<file path="src/rtl/sd_cmd_serializer.sv">
// SD CMD-line serializer: takes raw command bytes through a one-byte holding
// buffer, shifts them out MSB-first, then appends CRC7 and the end bit.
module sd_cmd_serializer #(
  parameter int   MAX_BYTES  = 6,
  parameter logic IDLE_LEVEL = 1'b1
) (
  input  logic       clk,
  input  logic       n_rst,
  input  logic       sd_enable,
  input  logic       sending,
  input  logic       byte_valid,
  input  logic [7:0] data,
  input  logic       byte_last,
  output logic       byte_ready,
  output logic       sd_cmd,
  output logic       sd_cmd_oe,
  output logic       busy,
  output logic       frame_done,
  output logic       underrun,
  output logic [2:0] dbg_state
);

  typedef enum logic [2:0] {
    S_IDLE   = 3'd0,
    S_SHIFT  = 3'd1,
    S_CRC    = 3'd2,
    S_ENDBIT = 3'd3,
    S_DONE   = 3'd4,
    S_ABORT  = 3'd5
  } state_e;

  localparam int BCW = $clog2(MAX_BYTES + 1);

  // CRC7, polynomial x^7 + x^3 + 1, fed one bit at a time MSB-first.
  function automatic logic [6:0] crc7_next(input logic [6:0] c, input logic b);
    logic fb;
    fb = c[6] ^ b;
    return {c[5:0], 1'b0} ^ (fb ? 7'h09 : 7'h00);
  endfunction

  state_e         state_q;
  logic [7:0]     hold_q;
  logic           hold_last_q;
  logic           hold_full_q, hold_full_d;
  logic [7:0]     shift_q;
  logic           last_q;
  logic [6:0]     crc_q;
  logic [2:0]     bit_cnt_q;
  logic [BCW-1:0] byte_cnt_q;
  logic           sd_cmd_q, oe_q, frame_done_q, underrun_q;

  logic accept, byte_end, end_frame, drain, hold_clear;

  // Handshake: a byte is taken on any cycle where byte_valid & sending & byte_ready.
  assign accept     = byte_valid && sending && !hold_full_q;
  assign byte_end   = (state_q == S_SHIFT) && sd_enable && (bit_cnt_q == 3'd7);
  assign end_frame  = last_q || (byte_cnt_q == BCW'(MAX_BYTES - 1));
  assign drain      = hold_full_q && (((state_q == S_IDLE) && sd_enable) ||
                                      (byte_end && !end_frame));
  assign hold_clear = (state_q == S_ABORT);

  always_comb begin
    hold_full_d = hold_full_q;
    if (hold_clear)  hold_full_d = 1'b0;
    else if (accept) hold_full_d = 1'b1;
    else if (drain)  hold_full_d = 1'b0;
  end

  always_ff @(posedge clk or negedge n_rst) begin
    if (!n_rst) begin
      hold_full_q <= 1'b0;
      hold_q      <= 8'h00;
      hold_last_q <= 1'b0;
    end else begin
      hold_full_q <= hold_full_d;
      if (hold_clear) begin
        hold_q      <= 8'h00;
        hold_last_q <= 1'b0;
      end else if (accept) begin
        hold_q      <= data;
        hold_last_q <= byte_last;
      end
    end
  end

  always_ff @(posedge clk or negedge n_rst) begin
    if (!n_rst) begin
      state_q      <= S_IDLE;
      shift_q      <= 8'h00;
      last_q       <= 1'b0;
      crc_q        <= 7'h00;
      bit_cnt_q    <= 3'd0;
      byte_cnt_q   <= '0;
      sd_cmd_q     <= IDLE_LEVEL;
      oe_q         <= 1'b0;
      frame_done_q <= 1'b0;
      underrun_q   <= 1'b0;
    end else begin
      frame_done_q <= 1'b0;
      underrun_q   <= 1'b0;
      case (state_q)
        S_IDLE: begin
          sd_cmd_q <= IDLE_LEVEL;
          oe_q     <= 1'b0;
          // The starting strobe already puts the MSB of the first byte on the line.
          if (sd_enable && hold_full_q) begin
            sd_cmd_q   <= hold_q[7];
            oe_q       <= 1'b1;
            shift_q    <= {hold_q[6:0], 1'b0};
            last_q     <= hold_last_q;
            crc_q      <= crc7_next(7'h00, hold_q[7]);
            bit_cnt_q  <= 3'd1;
            byte_cnt_q <= BCW'(1);
            state_q    <= S_SHIFT;
          end
        end
        S_SHIFT: begin
          if (sd_enable) begin
            sd_cmd_q  <= shift_q[7];
            crc_q     <= crc7_next(crc_q, shift_q[7]);
            shift_q   <= {shift_q[6:0], 1'b0};
            bit_cnt_q <= bit_cnt_q + 3'd1;
            if (bit_cnt_q == 3'd7) begin
              if (end_frame) begin
                state_q <= S_CRC;
              end else if (hold_full_q) begin
                shift_q    <= hold_q;
                last_q     <= hold_last_q;
                byte_cnt_q <= byte_cnt_q + BCW'(1);
              end else begin
                state_q <= S_ABORT;
              end
            end
          end
        end
        S_CRC: begin
          // bit_cnt_q wrapped to 0 on the way in and now indexes the CRC bits.
          if (sd_enable) begin
            sd_cmd_q  <= crc_q[3'd6 - bit_cnt_q];
            bit_cnt_q <= bit_cnt_q + 3'd1;
            if (bit_cnt_q == 3'd6) state_q <= S_ENDBIT;
          end
        end
        S_ENDBIT: begin
          if (sd_enable) begin
            sd_cmd_q <= 1'b1;
            state_q  <= S_DONE;
          end
        end
        S_DONE: begin
          frame_done_q <= 1'b1;
          oe_q         <= 1'b0;
          sd_cmd_q     <= IDLE_LEVEL;
          state_q      <= S_IDLE;
        end
        S_ABORT: begin
          underrun_q <= 1'b1;
          oe_q       <= 1'b0;
          sd_cmd_q   <= IDLE_LEVEL;
          state_q    <= S_IDLE;
        end
        default: begin
          oe_q     <= 1'b0;
          sd_cmd_q <= IDLE_LEVEL;
          state_q  <= S_IDLE;
        end
      endcase
    end
  end

  assign byte_ready = !hold_full_q;
  assign sd_cmd     = sd_cmd_q;
  assign sd_cmd_oe  = oe_q;
  assign busy       = (state_q != S_IDLE);
  assign frame_done = frame_done_q;
  assign underrun   = underrun_q;
  assign dbg_state  = state_q;

endmodule

</file>
<file path="config.mk">
export PLATFORM = sky130hd
export DESIGN_NAME = sd_cmd_serializer
export DESIGN_NICKNAME = d
export VERILOG_FILES = /design/src/rtl/sd_cmd_serializer.sv
export SDC_FILE = /design/constraint.sdc
export NUM_CORES = 1
export LEC_CHECK = 0
export ABC_AREA = 1
export CORE_UTILIZATION = 30
export CTS_BUF_LIST = sky130_fd_sc_hd__clkbuf_16
export CTS_CLUSTER_SIZE = 14
export DETAILED_ROUTE_END_ITERATION = 8
export GPL_TIMING_DRIVEN = 0
export HOLD_SLACK_MARGIN = 0.1
export PLACE_DENSITY = 0.55
export SYNTH_ARGS = -nofsm -noshare
export SYNTH_HDL_FRONTEND = slang
export SYNTH_SLANG_ARGS = --single-unit
</file>
<file path="constraint.sdc">
create_clock -name clk -period 3.1 [get_ports clk]
set_clock_uncertainty 0.15 [all_clocks]
set_input_delay 0.62 -clock clk [delete_from_list [all_inputs] [get_ports clk]]
set_output_delay 0.62 -clock clk [all_outputs]
set_load 0.02 [all_outputs]
</file>
==> results.py <==
metrics = {
    "outcome": {
        "status": "completed",
    },
    "power_and_ir_drop": {
        "power_frac_comb": 0.528,
        "switching_share": 0.4383,
        "internal_power_w": 0.001709,
        "powerDensity_nw_per_um2": 1064,
        "vdd_ir_drop_max_uv": 338.7,
        "p_switching_w": 0.001334,
        "seq_power_share": 0.278,
        "pwr-share-clk": 0.193,
        "p_leak_nw": 1.371,
    },
    "synthesis": {
        "syn-cell-area_um2": 2341,
        "ys_types": 35,
        "synth_top_cell_area_share": 0.4062,
        "async_flop_share": 1.000,
        "synth_ff_type": "dfrtp_1",
        "avgSynthCellArea_um2": 8.607,
        "ys_top_cells_by_area": "dfrtp_1, nand2_1, nand3_1, nand3_4, inv_1",
        "synth.yosys.seq_area_share": 0.4174,
        "synth_edf_count": 0,
        "ys_warn_count": 0,
        "synth_nets": 292,
        "synth_top_area_cell": "dfrtp_1",
        "syn_inst": 272,
        "ys_ff_latch": 39,
    },
    "detailed_routing": {
        "routedWlPerCell_um": 12.10,
        "drt-initial-drc-count": 80,
        "drc": 0,
        "ant_nets": 0,
        "dr_total_vias": 1863,
        "firstDrtPassIters": 4,
        "drt-total-wl_um": 4853,
        "avgViaCountPerCell": 4.646,
    },
    "timing": {
        "fmax_mhz": 404.2,
        "rsz0062_at_grt": "no",
        "finalCritPeriodShare": 0.7981,
        "fin_tns_setup_ns": 0,
        "fin_crit_ns": 2.474,
        "worstMarginPinSlew_ns": 0.3831,
        "maxSlewHeadroom": 0.7446,
        "hold_violations": 0,
        "final-max-slew-violation-count": 0,
        "finalSetupViolations": 0,
    },
    "global_route": {
        "grt_pass1_wl_um": 8335,
        "grt.total_usage": 0.1277,
        "antenna_found_initial": 0,
        "gr-max-usage-layer": "met2",
        "use_met1": 0.1715,
        "gr-total-overflow": 0,
        "grt_pass1_vias": 1801,
        "gr-usage-met2": 0.2042,
        "use_met3": 0.02525,
        "grt_max_degree": 26,
    },
    "clock_network": {
        "cts_tree": "built",
        "cts_max_path_buffers": 2,
        "cts_root_buffer": "clkbuf_16",
        "post_cts_resized": 0,
        "path_clk_slew_ns": 0.06,
        "hold_buffers": 0,
        "cts-htree-levels": 2,
        "clkSinkCount": 39,
        "clock_latency_ns": 0.29,
        "cts_setup_buffers": 0,
        "cts_made_buffers": 5,
    },
    "cells_and_area": {
        "register_area_um2": 977.2,
        "n_antenna_cell": 0,
        "final_net_count": 321,
        "nFillCells": 751,
        "area_growth_pct": 22.13,
        "drive_above_1_share": 0.1887,
        "instances_no_fill": 401,
        "multi_input_area_um2": 1124,
    },
    "hold_path": {
        "hold_path.class": "primary input to async pin",
    },
    "setup_path": {
        "crit_path_start_kind": "flip-flop",
        "end_kind": "primary output",
        "cp.arrival_ns": 1.70,
        "required_ns": 2.33,
        "cp_max_fo": 9,
        "path_class": "flip-flop to primary output",
    },
    "placed_design": {
        "io_buffers": 21,
        "gp_congestion": 0.7801,
        "hpwl_um": 3662,
        "dp_cells": 393,
    },
    "floorplanning": {
        "die_y_um": 90.34,
        "die_w_um": 90.34,
        "fp.coreArea_um2": 7408,
        "die-area_um2": 8160,
        "io_pins": 23,
        "start_util": 0.3160,
        "num_rows": 31,
    },
    "job": {
        "cap_violations": 0,
    },
}
-- cell type report --
cell class | count | area share
repair buffers | 22 | 0.07877
flip-flops and latches | 39 | 0.3418
multi-input cells | 193 | 0.3930
plain buffers | 10 | 0.03589
inverters | 30 | 0.04814
clock buffers | 5 | 0.04376
well taps | 99 | 0.04333
clock inverters | 3 | 0.01532
-- state kept, by name (all words and copies together), names as in the netlist --
register and cells:
hold_q 8, shift_q 8, crc_q 7, bit_cnt_q 3, byte_cnt_q 3, dbg_state 3, frame_done 1, hold_full_q 1
hold_last_q 1, last_q 1, sd_cmd 1, sd_cmd_oe 1, underrun 1
-- path summary, 6_finish.rpt --
kind	cells past startpoint	to	from	slack (ns)
max in group asynchronous	2	bit_cnt_q[2]	n_rst	2.24
worst max-delay path	6	busy	dbg_state[0]	0.63
worst min-delay path	1	hold_q[3]	n_rst	0.09
worst max register to register	7	hold_full_q	bit_cnt_q[0]	1.24
worst min register to register	2	shift_q[3]	shift_q[3]	0.33
min in group clk	2	shift_q[3]	shift_q[3]	0.33
-- power by group through the flow --
| stage | clock network (W) | logic (W) | registers [W] |
|---|---|---|---|
| 6_report | 0.000588 | 0.00161 | 0.000847 |
| 5_1_grt | 0.000616 | 0.00179 | 0.000876 |
| 4_1_cts | 0.000603 | 0.00163 | 0.000848 |
| 3_5_place_dp | 0 | 0.00163 | 0.000854 |
| 3_3_place_gp | 0 | 0.00161 | 0.000853 |
| 2_1_floorplan | 0 | 0.00122 | 0.000858 |
-- through the flow --
step / instance area [µm²] / hold WS, ns / total power [W] / worst slack [ns] / utilization
4_1_cts: 2859 / 0.1090 / 0.003080 / 0.6081 / 0.3859
6_report: 2859 / 0.09457 / 0.003043 / 0.6259 / 0.3859
2_1_floorplan: 2341 / 0.1744 / 0.002082 / 1.356 / -
3_5_place_dp: 2690 / 0.3199 / 0.002481 / 0.9171 / 0.3631
3_3_place_gp: 2675 / 0.3159 / 0.002464 / 0.1535 / 0.3611
5_1_grt: 2859 / 0.1267 / 0.003280 / 0.5616 / 0.3859
-- layer usage --
layer,vias up,wire length (µm),share of wire
met5,-,0,0
li1,957,-,-
met1,873,2450,0.50
met4,0,55,0.011
met3,7,133,0.027
met2,26,2214,0.46
-- synthesized netlist by cell type, types with 2 or more instances --
cell     number
nand2_2       2
inv_4         2
o31ai_2       2
nand3_1      43
a21oi_1       3
o21ai_2       3
inv_2         3
nand2_4       3
buf_2         3
nand3_2       2
nor3_2        2
buf_6         6
ha_1          6
nor2_2        5
nand3_4       5
nand4_1       9
dfrtp_1      38
nor2_8        3
o21ai_0      11
inv_1        23
o21ai_1       4
nand2_1      78
nor2_1        4
-- kinds of logic after synthesis --
group                    after synthesis  synth area share
AND/OR/NAND/NOR                      159            0.3704
XOR/XNOR                               2          0.007484
buffers and inverters                 40            0.1026
AO/OA/AOI/OAI                         26           0.07002
adder cells (fa/ha/maj)                6           0.03207
flip-flops                            39            0.4174
-- cells in the final DEF (no fill, tap or decap), types with 2 or more instances in the layout --
master,netlist,layout
nor2_2,5,5
o31ai_2,2,2
clkbuf_16,0,5
buf_6,6,6
o21ai_1,4,4
nand3_4,5,5
nand3_1,43,43
clkdlybuf4s50_1,0,20
buf_12,1,2
inv_1,23,23
nand4_1,9,9
inv_4,2,2
inv_2,3,3
a21oi_1,3,3
nor3_2,2,2
nand2_1,78,78
buf_2,3,4
nand3_2,2,2
dfrtp_1,38,38
nor2_8,3,3
nor2_1,4,4
nand2_2,2,2
ha_1,6,6
nand2_4,3,3
o21ai_2,3,3
o21ai_0,11,11
-- worst max-delay path, cell delays in order (launching register included) --
cell and delay [ns]:
dfrtp_1 0.39, buf_6 0.17, inv_4 0.09, nand2_4 0.05, nor2_2 0.14, inv_1 0.05, clkdlybuf4s50_1 0.53
(Power assumes the default switching activity.)
